`src/rtl/pp_acc_pkg.sv`:
```
// Shared constants for the partial-product column accumulator: column geometry,
// widths, FSM encoding and the per-beat framing struct.
package pp_acc_pkg;

    localparam int NUM_LANES = 9;
    localparam int NUM_COLS  = 16;
    localparam int DOT_W     = 19;
    localparam int POP_W     = 6;

    localparam logic [DOT_W-1:0] CORR_DEFAULT = 19'h1D000;

    localparam logic [0:0] ST_IDLE  = 1'b0;
    localparam logic [0:0] ST_ACCUM = 1'b1;

    typedef struct packed {
        logic first;
        logic last;
    } beat_ctl_t;

    // Rows per column in each lane of the upstream multiplier (column 0..15).
    function automatic int col_rows(input int k);
        case (k)
            0: return 2;   1: return 1;   2: return 3;   3: return 2;
            4: return 4;   5: return 3;   6: return 5;   7: return 4;
            8: return 4;   9: return 4;  10: return 4;  11: return 4;
           12: return 2;  13: return 2;  14: return 1;  15: return 1;
            default: return 0;
        endcase
    endfunction

    // Bit offset of column k inside the flattened {O15..O0} bundle.
    function automatic int col_off(input int k);
        int off;
        off = 0;
        for (int i = 0; i < k; i++) off += NUM_LANES * col_rows(i);
        return off;
    endfunction

    localparam int COLS_W = col_off(NUM_COLS);

endpackage

```
`src/rtl/pp_column_accumulator_col_popcount.sv`:
```
// Population count of one partial-product column across all lanes.
module col_popcount
    import pp_acc_pkg::*;
#(
    parameter int ROWS = 1
) (
    input  logic [NUM_LANES*ROWS-1:0] bits,
    output logic [POP_W-1:0]          count
);

    always_comb begin
        count = '0;
        for (int i = 0; i < NUM_LANES * ROWS; i++) count = count + POP_W'(bits[i]);
    end

endmodule

```
`src/rtl/pp_column_accumulator.sv`:
```
// Column popcount -> weighted dot product -> framed saturating accumulator.
// Three register stages, one beat per clock, no backpressure.
module pp_column_accumulator
    import pp_acc_pkg::*;
#(
    parameter int               ACC_W = 24,
    parameter logic [DOT_W-1:0] CORR  = CORR_DEFAULT
) (
    input  logic                    clk,
    input  logic                    reset,
    input  logic                    in_valid,
    input  logic                    in_first,
    input  logic                    in_last,
    input  logic [8:0]              O15,
    input  logic [8:0]              O14,
    input  logic [17:0]             O13,
    input  logic [17:0]             O12,
    input  logic [35:0]             O11,
    input  logic [35:0]             O10,
    input  logic [35:0]             O9,
    input  logic [35:0]             O8,
    input  logic [35:0]             O7,
    input  logic [44:0]             O6,
    input  logic [26:0]             O5,
    input  logic [35:0]             O4,
    input  logic [17:0]             O3,
    input  logic [26:0]             O2,
    input  logic [8:0]              O1,
    input  logic [17:0]             O0,
    output logic                    out_valid,
    output logic signed [ACC_W-1:0] out_data,
    output logic                    out_sat,
    output logic                    seq_err
);

    localparam int STAGES = 2;

    logic [COLS_W-1:0]                  cols;
    logic [NUM_COLS-1:0][POP_W-1:0]     pop_d, pop_q;
    logic [STAGES-1:0]                  vld_pipe;
    beat_ctl_t [STAGES-1:0]             ctl_pipe;
    logic [DOT_W-1:0]                   dot_d;
    logic signed [DOT_W-1:0]            dot_q;

    assign cols = {O15, O14, O13, O12, O11, O10, O9, O8, O7, O6, O5, O4, O3, O2, O1, O0};

    for (genvar k = 0; k < NUM_COLS; k++) begin : g_col
        col_popcount #(.ROWS(col_rows(k))) u_pop (
            .bits  (cols[col_off(k) +: NUM_LANES*col_rows(k)]),
            .count (pop_d[k])
        );
    end

    // Sum wraps modulo 2^DOT_W; CORR folds the sign-extension bits back in.
    always_comb begin
        dot_d = CORR;
        for (int k = 0; k < NUM_COLS; k++) dot_d = dot_d + (DOT_W'(pop_q[k]) << k);
    end

    always_ff @(posedge clk or negedge reset) begin
        if (!reset) begin
            vld_pipe <= '0;
            ctl_pipe <= '0;
            pop_q    <= '0;
            dot_q    <= '0;
        end else begin
            vld_pipe <= {vld_pipe[0], in_valid};
            ctl_pipe <= {ctl_pipe[0], beat_ctl_t'{first: in_first, last: in_last}};
            if (in_valid)    pop_q <= pop_d;
            if (vld_pipe[0]) dot_q <= dot_d;
        end
    end

    logic [0:0]              state;
    logic signed [ACC_W-1:0] acc, acc_n;
    logic                    sat, sat_n;
    logic                    restart, frame_err, ovf;
    logic [ACC_W:0]          base, dot_x, sum;

    // A beat without first in IDLE, or with first in ACCUM, is a framing error;
    // both cases restart the accumulation from this beat.
    always_comb begin
        restart   = ctl_pipe[1].first || (state == ST_IDLE);
        frame_err = ctl_pipe[1].first == (state == ST_ACCUM);
        dot_x     = {{(ACC_W+1-DOT_W){dot_q[DOT_W-1]}}, dot_q};
        base      = restart ? '0 : {acc[ACC_W-1], acc};
        sum       = base + dot_x;
        ovf       = sum[ACC_W] ^ sum[ACC_W-1];
        if (!ovf)            acc_n = sum[ACC_W-1:0];
        else if (sum[ACC_W]) acc_n = {1'b1, {(ACC_W-1){1'b0}}};
        else                 acc_n = {1'b0, {(ACC_W-1){1'b1}}};
        sat_n     = ovf | (sat & ~restart);
    end

    always_ff @(posedge clk or negedge reset) begin
        if (!reset) begin
            state     <= ST_IDLE;
            acc       <= '0;
            sat       <= 1'b0;
            out_valid <= 1'b0;
            out_data  <= '0;
            out_sat   <= 1'b0;
            seq_err   <= 1'b0;
        end else begin
            out_valid <= 1'b0;
            seq_err   <= 1'b0;
            if (vld_pipe[1]) begin
                seq_err <= frame_err;
                acc     <= acc_n;
                sat     <= sat_n;
                if (ctl_pipe[1].last) begin
                    out_valid <= 1'b1;
                    out_data  <= acc_n;
                    out_sat   <= sat_n;
                    state     <= ST_IDLE;
                end else begin
                    state     <= ST_ACCUM;
                end
            end
        end
    end

endmodule

```
`config.mk`:
```
export PLATFORM = sky130hd
export DESIGN_NAME = pp_column_accumulator
export DESIGN_NICKNAME = d
export VERILOG_FILES = /design/src/rtl/pp_acc_pkg.sv /design/src/rtl/pp_column_accumulator_col_popcount.sv /design/src/rtl/pp_column_accumulator.sv
export SDC_FILE = /design/constraint.sdc
export NUM_CORES = 1
export LEC_CHECK = 0
export CORE_ASPECT_RATIO = 1.4
export CORE_UTILIZATION = 52
export CTS_BUF_LIST = sky130_fd_sc_hd__clkbuf_8
export DETAILED_ROUTE_END_ITERATION = 16
export HOLD_SLACK_MARGIN = 0.03
export PLACE_DENSITY = 0.81
export REMOVE_ABC_BUFFERS = 1
export SYNTH_ARGS = -nofsm -noshare
export SYNTH_HDL_FRONTEND = slang
export SYNTH_HIERARCHICAL = 1
export SYNTH_SLANG_ARGS = --single-unit
```
`constraint.sdc`:
```
create_clock -name clk -period 7.1 [get_ports clk]
set_clock_uncertainty 0.15 [all_clocks]
set_input_delay 2.13 -clock clk [delete_from_list [all_inputs] [get_ports clk]]
set_output_delay 2.13 -clock clk [all_outputs]
set_load 0.05 [all_outputs]
```
==> out/qor.csv, run 1 <==
metric,value,unit
drive_above_1_share,5.55,%
rrSetupSlack,2300,ps
worstMarginPinSlew,1040,ps
cts_tree,done,
worstSetupEndpointType,flop,
tns,0,ps
grtUsageTotal,23.6,%
synthCells,2115,
clock_sinks,171,
relSlewSlack,30.8,%
dieWidth,170,um
clk_latency,460,ps
antenna_found_initial,0,
layout_commonest_cell,inv_1,
clk_pin_slew_worst_paths,100,ps
pin_count,446,
cp.arrival,7200,ps
r2r_start,pop_q[11]$_DFFE_PN0P_,
htree_levels,4,
drc,0,
wirelength,44700,um
grt.overflow.total,0,
yosys_warnings,6,
maxSlewViolCount,0,
rows,85,
hold_viol,0,
reg2reg_to,dot_q[16]$_DFFE_PN0P_,
final.min_clock_period,6960,ps
clk_path_buf_depth,2,
via_count,14826,
initial_core_util,53.1,%
worstPathRequired,7340,ps
fmax,144,MHz
detail-route-antenna-nets,0,
min_path_type,flop to flop,
syn-cell-area,0.0205,mm2
outcome,finished clean,
gp_congestion,0.888,
finalCritPeriodShare,98.0,%
drt-initial-drc-count,525,
nets,3482,
syn2layout_area_growth,26.2,%
setup_violations,0,
wire_per_inst,14.5,um
via_per_inst,4.81,
fillCellCount,3044,
die_h,237,um
critPathKind,input pin to flop,
dieArea,0.0402,mm2
grt_pass1_vias,16979,
syn_avg_cell_area,9.69,um2
crit_path_max_fanout,2,
numPortBuffers,445,
numCtsBuffers,17,
critPathCapture,pop_q[40]$_DFFE_PN0P_,
max-cap-violations,0,
drtPass1Iterations,5,
ctsHoldBuffers,0,
rsz0062_at_grt,no,
core-area,0.0386,mm2
cts_root_buf,clkbuf_8,
layout_common_cells,"inv_1, clkdlybuf4s50_1, fa_1, dfrtp_1, ha_1",
critPathLaunch,O6[30],
r2r_cells,17,
grt_pass1_wl,75500,um
dpl.hpwl,39800,um
grt_max_degree,90,
start_kind,input pin,
antenna_cells,0,
metal layers:
layer	track usage [%]	up-vias	share of wire, %
met4	8.19	0	3.2
met1	24.3	7364	35
met5	0	-	0
met3	2.99	86	3.1
met2	47.4	322	59
li1	-	7054	-
state kept, by name, summed over array words and instances (netlist names):
name       count
ctl_pipe       4
vld_pipe       2
out_valid      1
seq_err        1
state          1
out_sat        1
acc           24
dot_q         19
pop_q         93
out_data      24
sat            1
worst max-delay path, stage by stage:
cell and delay, ps:
dlygate4sd2_1 250, fa_1 470, inv_1 50, fa_1 470, inv_1 50, fa_1 510
inv_2 40, fa_1 470, fa_1 480, fa_1 510, fa_1 430, fa_2 360
fa_2 350, nand2b_4 150, a21oi_2 140, xor2_1 160, nand2_1 90, o21ai_2 90
worst min-delay path by stage:
stage | start | end | slack, ps | cells past startpoint
after global routing | ctl_pipe[1]$_DFF_PN0_ | ctl_pipe[3]$_DFF_PN0_ | 230 | 0
after floorplan | ctl_pipe[0]$_DFF_PN0_ | ctl_pipe[2]$_DFF_PN0_ | 180 | 0
after detailed placement | ctl_pipe[1]$_DFF_PN0_ | ctl_pipe[3]$_DFF_PN0_ | 200 | 0
after global placement | ctl_pipe[0]$_DFF_PN0_ | ctl_pipe[2]$_DFF_PN0_ | 190 | 0
after CTS | ctl_pipe[1]$_DFF_PN0_ | ctl_pipe[3]$_DFF_PN0_ | 240 | 0
final | ctl_pipe[1]$_DFF_PN0_ | ctl_pipe[3]$_DFF_PN0_ | 230 | 0
final cells by class:
cell class / count / area (um2) / share of cell area [%]
clock buffer: 18 / 248 / 0.958
clock inverter: 13 / 166 / 0.643
inverter: 705 / 2650 / 10.2
multi-input combinational: 1194 / 13400 / 51.6
sequential: 171 / 4280 / 16.5
tap: 522 / 653 / 2.52
timing repair buffer: 459 / 4520 / 17.5
metrics by stage:
stage / cell area [um2] / utilization [%] / hold slack, ps / setup WS (ps) / cells
after detailed placement: 25500 / 66.0 / 203 / -802 / 3050
after CTS: 25900 / 67.0 / 235 / 2.27 / 3082
final: 25900 / 67.0 / 226 / 142 / 3082
after global routing: 25900 / 67.0 / 234 / 27.9 / 3082
after floorplan: 20300 / - / 181 / -34.9 / 2070
after global placement: 25500 / 66.0 / 194 / -579 / 3050
what timing repair did:
item                       in CTS  in global routing
setup buffers                   1                  0
setup endpoints to repair       2                  2
gates resized for setup        37                 16
pin swaps                      22                 19
Power of run 1 is not shown: default switching activity piles up to over one toggle a cycle in this logic, so the estimate is an artifact.
==> run 2, diff against run 1 <==
REMOVE_ABC_BUFFERS = default   (was 1)
SYNTH_HIERARCHICAL = default   (was 1)
==> run 2 against run 1 <==
Via count down 2.7%. Hold slack worse by 17 ps. Non-clock buffer count up 14. Register-to-register slack worse by 510 ps. Count of clock-buffer cells in the layout up 1.
==> out/qor.csv, run 2 <==
metric,value,unit,change
outcome,finished clean,,
worst-path-buf-inv,5,,+1
ys_top_cells_by_count,"inv_1, fa_1, ha_1",,
ys_ff_latch,164,,
stdcell_area,0.0258,mm2,-0.44%
yosys_warnings,0,,-6
hold_viol,0,,unchanged
cp_common_cell,fa_1,,
drtPass1Iterations,4,,-1
htree_levels,4,,unchanged
hold_slack,209,ps,-16.6 ps
yosysMostFrequentCell,inv_1,,
layout_commonest_cell,inv_1,,
numPortBuffers,445,,unchanged
grt_max_degree,77,,-14%
core-area,0.0378,mm2,-2.0%
clk_path_buf_depth,2,,unchanged
fmax,143,MHz,-0.65%
clock_sinks,164,,-4.1%
detail-route-antenna-nets,0,,unchanged
yosys.area.top_type,fa_1,,
critPathTopFamily,adder cells,,
largest_registers,"pop_q x86, acc x24, out_data x24",,
rsz0062_at_grt,yes,,
drc,0,,unchanged
max-cap-violations,0,,unchanged
dpl.hpwl,41800,um,+5.1%
via_count,14428,,-2.7%
finalCritPeriodShare,98.6,%,+0.64 points
clk_pin_slew_worst_paths,100,ps,about the same
cp_slowest_stage_delay,590,ps,+80 ps
worstMarginPinSlew,1080,ps,+48.1 ps
worstSetupEndpointType,flop,,
largest_register,pop_q,,
synthTopCellsByArea,"fa_1, dfrtp_1, inv_1, ha_1, mux2_2",,
synthArstFlopShare,100,%,
cp.arrival,7210,ps,about the same
clk_latency,470,ps,about the same
min_path_type,flop to flop,,
worstPathRequired,7310,ps,-30 ps
cts_tree,done,,
drive_above_1_share,7.60,%,+2.0 points
grt.overflow.total,0,,unchanged
dieArea,0.0394,mm2,-2.0%
largest_register_ffs,86,,-7.5%
crit_path_max_fanout,2,,unchanged
grtUsageTotal,25.0,%,+1.5 points
start_kind,input pin,,
synth-edff-count,0,,
dieWidth,168,um,-1.0%
pin_count,446,,unchanged
grt_pass1_wl,76400,um,+1.1%
place_area,0.0252,mm2,-1.2%
relSlewSlack,26.8,%,-4.0 points
cp_cell_sequence,"buf_6, ha_4, inv_2, fa_1, fa_1, fa_1, fa_1, fa_1, fa_1, fa_1, inv_1, ha_2, inv_2, fa_2, buf_6, xnor2_4, mux2_4",,
syn-cell-area,0.0201,mm2,-2.1%
syn2layout_area_growth,28.3,%,
syn_nets,2942,,
worst_path_max_delay_cell,fa_1,,
cts_root_buf,clkbuf_8,,
synth_ff_type,dfrtp_1,,
syn_avg_cell_area,10.1,um2,+4.2%
setup_violations,0,,unchanged
ys_types,61,,
synthCells,1987,,-6.1%
nets,3404,,-2.2%
wirelength,47200,um,+5.8%
synth_sequential_area_ratio,20.4,%,
antenna_found_initial,2,,+2
via_per_inst,4.91,,+2.1%
grt_pass1_vias,16248,,-4.3%
synth_top_area_share,35.6,%,
die_h,234,um,-1.0%
initial_core_util,53.1,%,about the same
numCtsBuffers,17,,unchanged
rows,84,,-1.2%
gp_congestion,0.884,,-0.55%
critPathKind,input pin to flop,,
layout_common_cells,"inv_1, clkdlybuf4s50_1, fa_1, ha_1, dfrtp_1",,
maxSlewViolCount,0,,unchanged
drt-initial-drc-count,567,,+8.0%
final.min_clock_period,7000,ps,+45.2 ps
wire_per_inst,16.1,um,+11%
utilization,68.1,%,+1.1 points
-- run 2: worst paths after layout --
path / startpoint / to / slack (ps) / depth (start not counted)
setup / recovery: O6[1] / pop_q[38]$_DFFE_PN0P_ / 100 / 17
hold / removal: ctl_pipe[0]$_DFF_PN0_ / ctl_pipe[2]$_DFF_PN0_ / 210 / 0
setup reg to reg: pop_q[20]$_DFFE_PN0P_ / dot_q[17]$_DFFE_PN0P_ / 1790 / 16
hold reg to reg: ctl_pipe[0]$_DFF_PN0_ / ctl_pipe[2]$_DFF_PN0_ / 210 / 0
max in group asynchronous: reset / pop_q[33]$_DFFE_PN0P_ / 4200 / 2
min in group asynchronous: reset / out_data[19]$_DFFE_PN0P_ / 1350 / 1
-- run 2: cells by family (layout without fill, tap and decap cells) --
kind of cell,count (synthesis),count (layout),synth area share (%)
xor+xnor,71,71,3.10
simple gates,195,195,4.41
mux,79,79,4.38
other cells,0,3,0
compound gates,252,252,7.88
fa+ha+maj,536,536,46.8
buf+inv,690,1165,13.0
flops,164,164,20.4
-- run 2: routing by layer --
layer | routed length, um | GRT usage, %
met1 | 16500 | 25.7
met2 | 27800 | 51.2
met3 | 1680 | 3.31
met4 | 1300 | 8.78
met5 | 0 | 0
-- run 2: final cells by class --
class	instances	area, um2
multi-input combinational	1133	13500
antenna	3	7.51
timing repair buffer	473	4690
fill	2877	12100
sequential	164	4100
tap	473	592
inverter	660	2480
clock inverter	13	149
clock buffer	19	262
-- run 2: repair_timing --
| item | CTS | global route |
|---|---|---|
| buffers inserted | 1 | 3 |
| setup endpoints to repair | 7 | 15 |
| hold buffers | 0 | 0 |
| pin swaps | 24 | 55 |
| resized for setup | 32 | 44 |
| cloned | 0 | 0 |
-- run 2: through the flow --
stage	worst slack, ps	TNS, ps	instances
after floorplan	14.0	0	1987
after global placement	-608	-10420	2899
after detailed placement	-694	-13640	2899
after CTS	4.28	0	2932
after global routing	-44.0	-44.0	2937
final	96.8	0	2938
Power of run 2 is left out for the same reason.
